--- config.mk ---
export PLATFORM = sky130hd
export DESIGN_NAME = settle_counter
export DESIGN_NICKNAME = d
export VERILOG_FILES = /design/src/rtl/gate_check_pkg.sv /design/src/rtl/gate_truth_checker_settle_counter.sv
export SDC_FILE = /design/constraint.sdc
export NUM_CORES = 1
export LEC_CHECK = 0
export BUFFER_PORTS_ARGS = -buffer_cell sky130_fd_sc_hd__buf_2
export CAP_MARGIN = 20
export CELL_PAD_IN_SITES_DETAIL_PLACEMENT = 1
export CELL_PAD_IN_SITES_GLOBAL_PLACEMENT = 1
export CORE_AREA = 2 2 39 41
export DETAILED_ROUTE_END_ITERATION = 10
export DIE_AREA = 0 0 41 43
export MAX_ROUTING_LAYER = met4
export PLACE_DENSITY = 0.59
export SLEW_MARGIN = 20
export SYNTH_ARGS = -nofsm -noshare
export SYNTH_HDL_FRONTEND = slang
export SYNTH_SLANG_ARGS = --single-unit
--- constraint.sdc ---
create_clock -name clk -period 1.45 [get_ports clk]
set_input_delay 0.2175 -clock clk [delete_from_list [all_inputs] [get_ports clk]]
set_output_delay 0.2175 -clock clk [all_outputs]
set_load 0.02 [all_outputs]
--- src/rtl/gate_check_pkg.sv ---
// Shared types and constants for the gate truth-table checker.
//   chk_state_t : sweep FSM state encoding
//   CNT_W       : settle counter width (SETTLE range 0..15)
//   TT_*        : 2-input truth tables, bit i = expected y for stim == i
package gate_check_pkg;

    typedef enum logic [1:0] {
        ST_IDLE  = 2'd0,
        ST_HOLD  = 2'd1,
        ST_CHECK = 2'd2,
        ST_DONE  = 2'd3
    } chk_state_t;

    localparam int CNT_W = 4;

    localparam logic [3:0] TT_OR2   = 4'b1110;
    localparam logic [3:0] TT_AND2  = 4'b1000;
    localparam logic [3:0] TT_XOR2  = 4'b0110;
    localparam logic [3:0] TT_NAND2 = 4'b0111;
    localparam logic [3:0] TT_NOR2  = 4'b0001;

endpackage

--- src/rtl/gate_truth_checker_settle_counter.sv ---
// settle_counter: loadable down-counter that times how long each stimulus
// vector is held before the gate output is sampled.
//   clk, rst_n : clock, async active-low reset
//   load       : load load_val (wins over dec)
//   load_val   : value to load
//   dec        : decrement by one, saturating at zero
//   zero       : count == 0
//   last       : count == 1 (this cycle is the final hold cycle)
module settle_counter
    import gate_check_pkg::*;
#(
    parameter int W = CNT_W
) (
    input  logic         clk,
    input  logic         rst_n,
    input  logic         load,
    input  logic [W-1:0] load_val,
    input  logic         dec,
    output logic         zero,
    output logic         last
);

    logic [W-1:0] cnt_q, cnt_d;

    always_comb begin
        cnt_d = cnt_q;
        if (load) begin
            cnt_d = load_val;
        end else if (dec && !zero) begin
            cnt_d = cnt_q - W'(1);
        end
    end

    always_ff @(posedge clk or negedge rst_n) begin
        if (!rst_n) begin
            cnt_q <= '0;
        end else begin
            cnt_q <= cnt_d;
        end
    end

    assign zero = (cnt_q == '0);
    assign last = (cnt_q == W'(1));

endmodule

Word-level counts from Yosys, hierarchy flattened
Index checks and enable logic that the tools add are counted.

operators by class
  eq/ne operators = 1
  add/subtract/negate cells = 1
  muxes and demuxes = 2
  reduce and logical (&&, ||, !) cells = 4

operators by type and width
  operator                                                            number
  4-bit 2-to-1 mux                                                    2
  4-bit by 1-bit == test with 1-bit output, second input constant     1
  4-bit logical NOT                                                   1
  4-bit by 1-bit subtractor with 4-bit output, second input constant  1
  2-bit nonzero test                                                  1
  1-bit logical AND                                                   1
  1-bit logical NOT                                                   1

storage, ports and cells
  logic and storage cells = 9
  output and inout port bits = 2
  register bits after elaboration = 4
  input port bits = 8

Logic depth before layout (Yosys ltp)
  depth after elaboration = 5
  mapped depth = 6
  gate-level depth less buffers = 6

Worst setup path before layout
Ideal clock, no wire load.

  path kind = register -> register
  start = reg cnt_q[0]
  end = reg cnt_q[3]
  path slack = -0.147 ns
  setup time = 0.123 ns
  buffers on the path = 0
  required time = 1.327 ns
  stages on the path, launching flop included = 7
  data arrival time = 1.474 ns
  period minus slack after synthesis = 1.597 ns
  path through = dfrtp_1 inv_1 ha_1 or3b_2 inv_1 or3_1 a2bb2oi_2

between the ends
  word-level cells in the longest chain between the ends = 4
  elaborated cells between the ends (all ways) = 7
  classes of those cells = 1 x add/sub; 2 x mux; 4 x reduce/logical

RTL lines
  item                                 RTL line                                 RTL
  start: declaration                   gate_truth_checker_settle_counter.sv:23  logic [W-1:0] cnt_q, cnt_d;
  start signal: assignment             gate_truth_checker_settle_counter.sv:38  cnt_q <= cnt_d;
  4-bit logical NOT                    gate_truth_checker_settle_counter.sv:42  assign zero = (cnt_q == '0);
  net zero                             gate_truth_checker_settle_counter.sv:19  output logic zero,
  1-bit logical NOT                    gate_truth_checker_settle_counter.sv:29  end else if (dec && !zero) begin
  1-bit logical AND                    gate_truth_checker_settle_counter.sv:29
  2-bit nonzero test (no source line)  --

The timed path passes the listed nets, and every way through them passes these cells. The select of a mux whose other input is x is not followed.
A chain may end at the register's enable or synchronous reset.

Worst setup path in the final report
  start = reg cnt_q[0]
  end = out zero

between the ends
  word-level cells in the longest chain between the ends = 1

RTL lines
  item               RTL line
  4-bit logical NOT  gate_truth_checker_settle_counter.sv:42
  end: declaration   gate_truth_checker_settle_counter.sv:19

Every way passes these cells.

==> impl_metrics.prom <==
# TYPE chip_impl_metric gauge
chip_impl_metric{name="vias",unit=""} 315
chip_impl_metric{name="cts.htree.levels",unit=""} 1
chip_impl_info{name="violations_in_the_final_reports",value="negative setup slack"} 1
chip_impl_info{name="startpoint_type_of_the_worst_setup_path",value="flip-flop"} 1
chip_impl_metric{name="final.min_clock_period",unit="ns"} 1.63
chip_impl_metric{name="worst_slew_pin_slew",unit="ns"} 0.166
chip_impl_metric{name="worstSkewPairLatency",unit="ns"} 0.24
chip_impl_metric{name="height_of_the_chip",unit="um"} 43
chip_impl_metric{name="die_width",unit="um"} 41
chip_impl_metric{name="path_clk_slew",unit="ns"} 0.03
chip_impl_metric{name="gp_routability_congestion",unit=""} 0.699
chip_impl_info{name="main_combinational_cell_family_by_area_after_synthesis",value="simple AND/OR/NAND/NOR gates"} 1
chip_impl_metric{name="final_max_slew_viol_count",unit=""} 0
chip_impl_metric{name="initialDrtViolationCount",unit=""} 4
chip_impl_metric{name="synth_seq_area_share",unit="%"} 37.6
chip_impl_metric{name="stage_delay_of_the_slowest_cell_on_the_critical_path",unit="ns"} 0.39
chip_impl_metric{name="place.detailed.hpwl",unit="um"} 556
chip_impl_metric{name="report.power.total",unit="mW"} 0.428
chip_impl_metric{name="maximum_clock_insertion_buffer_count",unit=""} 2
chip_impl_metric{name="die_area",unit="mm^2"} 0.00176
chip_impl_metric{name="postSynthNetCount",unit=""} 40
chip_impl_metric{name="finalInstanceArea",unit="um^2"} 492
chip_impl_metric{name="row_count",unit=""} 14
chip_impl_metric{name="track_usage",unit="%"} 14.3
chip_impl_metric{name="final_net_count",unit=""} 67
chip_impl_metric{name="initial_core_util",unit="%"} 19.3
chip_impl_info{name="register_containing_the_most_flip_flops_in_the_final_layout",value="cnt_q"} 1
chip_impl_metric{name="drt_pass1_iterations",unit=""} 4
chip_impl_info{name="worstSetupStartpoint",value="cnt_q[0]$_DFFE_PN0P_"} 1
chip_impl_info{name="cts_tree",value="built"} 1
chip_impl_metric{name="synth_async_sr_flop_share",unit="%"} 100
chip_impl_info{name="status",value="finished, violations left"} 1
chip_impl_metric{name="share_of_the_synthesized_area_in_the_top_cell_type",unit="%"} 37.6
chip_impl_metric{name="number_of_buffers_created_by_cts",unit=""} 3
chip_impl_info{name="largestRegisters",value="cnt_q x4"} 1
chip_impl_metric{name="synth_simple_gate_area_share",unit="%"} 24.9
chip_impl_metric{name="critical_path.max_fanout",unit=""} 2
chip_impl_info{name="hold_class",value="primary input to flip-flop"} 1
chip_impl_metric{name="finish.utilization",unit="%"} 35.5
chip_impl_metric{name="report.final.hold_viol_count",unit=""} 0
chip_impl_metric{name="layout_skew",unit="ns"} 0.00143
chip_impl_metric{name="grt_first_pass_wirelength",unit="mm"} 1.53
chip_impl_info{name="cpMaxStageDelayCell",value="sky130_fd_sc_hd__or3b_4"} 1
chip_impl_info{name="timing.critical_path.mode_cell",value="sky130_fd_sc_hd__inv_2"} 1
chip_impl_info{name="ctsRootBufferMaster",value="sky130_fd_sc_hd__clkbuf_4"} 1
chip_impl_metric{name="post_route_cells_drive_above_1_share",unit="%"} 63.6
chip_impl_metric{name="vias_per_cell",unit=""} 4.44
chip_impl_metric{name="fillCellCount",unit=""} 177
chip_impl_metric{name="finalWirelength",unit="um"} 853
chip_impl_metric{name="fmax",unit="GHz"} 0.615
chip_impl_metric{name="worst_ep_required_time",unit="ns"} 1.23
chip_impl_metric{name="syn-instance-count",unit=""} 30
chip_impl_info{name="timing.critical_path.to_type",value="output port"} 1
chip_impl_metric{name="yosysUniqueCellTypes",unit=""} 16
chip_impl_metric{name="detail-route-antenna-nets",unit=""} 0
chip_impl_metric{name="yosysWarningCount",unit=""} 0
chip_impl_metric{name="layout_worst_path_cycle_share",unit="%"} 112
chip_impl_info{name="cp_cell_sequence",value="inv_2 -> ha_4 -> or3b_4 -> inv_2 -> buf_6"} 1
chip_impl_metric{name="grt-ovfl-total",unit=""} 0
chip_impl_metric{name="yosys.area_share.xor_xnor",unit="%"} 0
chip_impl_info{name="rsz0062_at_grt",value="yes"} 1
chip_impl_metric{name="synth_adder_area_share",unit="%"} 9.39
chip_impl_metric{name="dpl-instance-area",unit="um^2"} 379
chip_impl_metric{name="grt_antenna_before_repair",unit=""} 0
chip_impl_info{name="worst_hold_startpoint",value="load_val[1]"} 1
chip_impl_info{name="post-synth-top-area-cell",value="sky130_fd_sc_hd__dfrtp_1"} 1
chip_impl_info{name="synth.top_cells.by_count",value="sky130_fd_sc_hd__dfrtp_1, sky130_fd_sc_hd__inv_1, sky130_fd_sc_hd__nand2_1"} 1
chip_impl_info{name="worstReg2RegStart",value="cnt_q[0]$_DFFE_PN0P_"} 1
chip_impl_metric{name="post_synth.cell_area_avg",unit="um^2"} 8.88
chip_impl_metric{name="vdd_drop_max",unit="mV"} 0.262
chip_impl_metric{name="area_growth",unit="%"} 84.5
chip_impl_info{name="post_synth_main_area_contributors",value="sky130_fd_sc_hd__dfrtp_1, sky130_fd_sc_hd__ha_1, sky130_fd_sc_hd__a21oi_1"} 1
chip_impl_metric{name="synth_edf_count",unit=""} 0
chip_impl_metric{name="power.static_leakage",unit="nW"} 0.247
chip_impl_metric{name="netlist_area",unit="um^2"} 267
chip_impl_metric{name="worst_slew_margin_rel",unit="%"} 88.9
chip_impl_metric{name="n_antenna_cell",unit=""} 0
chip_impl_metric{name="timing.final.setup_violations",unit=""} 5
chip_impl_metric{name="critical_path_arrival",unit="ns"} 1.41
chip_impl_metric{name="pin_count",unit=""} 10
chip_impl_info{name="synth-main-ff-cell",value="sky130_fd_sc_hd__dfrtp_1"} 1
chip_impl_metric{name="muxShareOfSynthArea",unit="%"} 0
chip_impl_metric{name="numPortBuffers",unit=""} 9
chip_impl_metric{name="grt_pass1_vias",unit=""} 341
chip_impl_info{name="critPathKind",value="flip-flop to output port"} 1
chip_impl_metric{name="detail_route.wl_per_cell",unit="um"} 12.0
chip_impl_metric{name="pre_cts_ws",unit="ns"} -0.0475
chip_impl_metric{name="synth_compound_gate_area_share",unit="%"} 22.5
chip_impl_metric{name="setup_ws",unit="ns"} -0.177
chip_impl_metric{name="timing.max_cap.violations",unit=""} 0
chip_impl_metric{name="cts.sink_count",unit=""} 4
chip_impl_metric{name="largest_register_ffs",unit=""} 4
chip_impl_metric{name="final.setup.tns",unit="ns"} -0.496
chip_impl_metric{name="drc",unit=""} 0
chip_impl_metric{name="design.core.area",unit="mm^2"} 0.00138
chip_impl_metric{name="cellPowerDensity",unit="mW/mm^2"} 870
chip_impl_metric{name="grt_max_degree",unit=""} 7
chip_impl_metric{name="yosys_register_bits",unit=""} 4
metrics by stage:
| stage | hold slack, ns | cells |
|---|---|---|
| after detailed placement | 0.0279 | 61 |
| after global placement | 0.0270 | 61 |
| after floorplan | -0.0781 | 30 |
| final | 0.198 | 71 |
| after CTS | 0.196 | 70 |
| after global routing | 0.234 | 71 |
worst paths after layout:
check,cells after the start,endpoint,slack (ns)
max reg2reg,6,cnt_q[0]$_DFFE_PN0P_,-0.11
min,3,cnt_q[1]$_DFFE_PN0P_,0.20
max,5,zero,-0.18
min reg2reg,2,cnt_q[3]$_DFFE_PN0P_,0.64
min in group asynchronous,2,cnt_q[1]$_DFFE_PN0P_,0.35
max in group asynchronous,2,cnt_q[3]$_DFFE_PN0P_,0.98
metal layers:
| metal | vias up | part of all wire, % | track usage, % |
|---|---|---|---|
| li1 | 157 | - | - |
| met1 | 144 | 40 | 15.4 |
| met2 | 9 | 52 | 20.9 |
| met3 | 5 | 3.0 | 3.14 |
| met4 | 0 | 4.5 | 12.0 |
| met5 | - | 0 | - |
placed cells by master (no fill, tap or decap), drive strengths merged:
cell type	count
a21o	1
clkbuf	3
nand2	4
or3	1
nor3b	1
dfrtp	4
and4b	1
inv	4
or3b	1
a2bb2oi	1
nand3	1
a21oi	3
a31oi	1
or4b	1
ha	2
dlygate4sd3	1
buf	21
o21ai	3
nor2	1
layout make-up:
| type | count | area [um^2] | share of cell area (%) |
|---|---|---|---|
| clock buffers | 3 | 22.5 | 4.58 |
| multi-input cells | 22 | 183 | 37.2 |
| flip-flops and latches | 4 | 100 | 20.4 |
| well taps | 16 | 20.0 | 4.07 |
| repair buffers | 22 | 151 | 30.8 |
| inverters | 4 | 15.0 | 3.05 |
what timing repair did:
action	CTS	global route
pin swaps	3	3
hold buffers	1	0
endpoints found under the hold margin	4	0
endpoints found under the setup margin	4	5
setup buffers	5	1
resized for setup	10	2
worst max-delay path: cells and delay by family, from the launching register on:
family	cells	cell delay (ns)
buffers and inverters	3	0.27
AND/OR/NAND/NOR	1	0.39
flip-flops	1	0.38
adder cells (fa/ha/maj)	1	0.13
kinds of logic after synthesis:
group                    count (synthesis)
AND/OR/NAND/NOR                         11
adder cells (fa/ha/maj)                  2
buffers and inverters                    4
flip-flops                               4
AO/OA/AOI/OAI                            9
where the power goes:
| group | switching [mW] | internal (mW) |
|---|---|---|
| clock network | 0.0436 | 0.0924 |
| logic | 0.0658 | 0.0903 |
| registers | 0.0103 | 0.125 |
| total | 0.120 | 0.308 |
(Power assumes the default switching activity.)
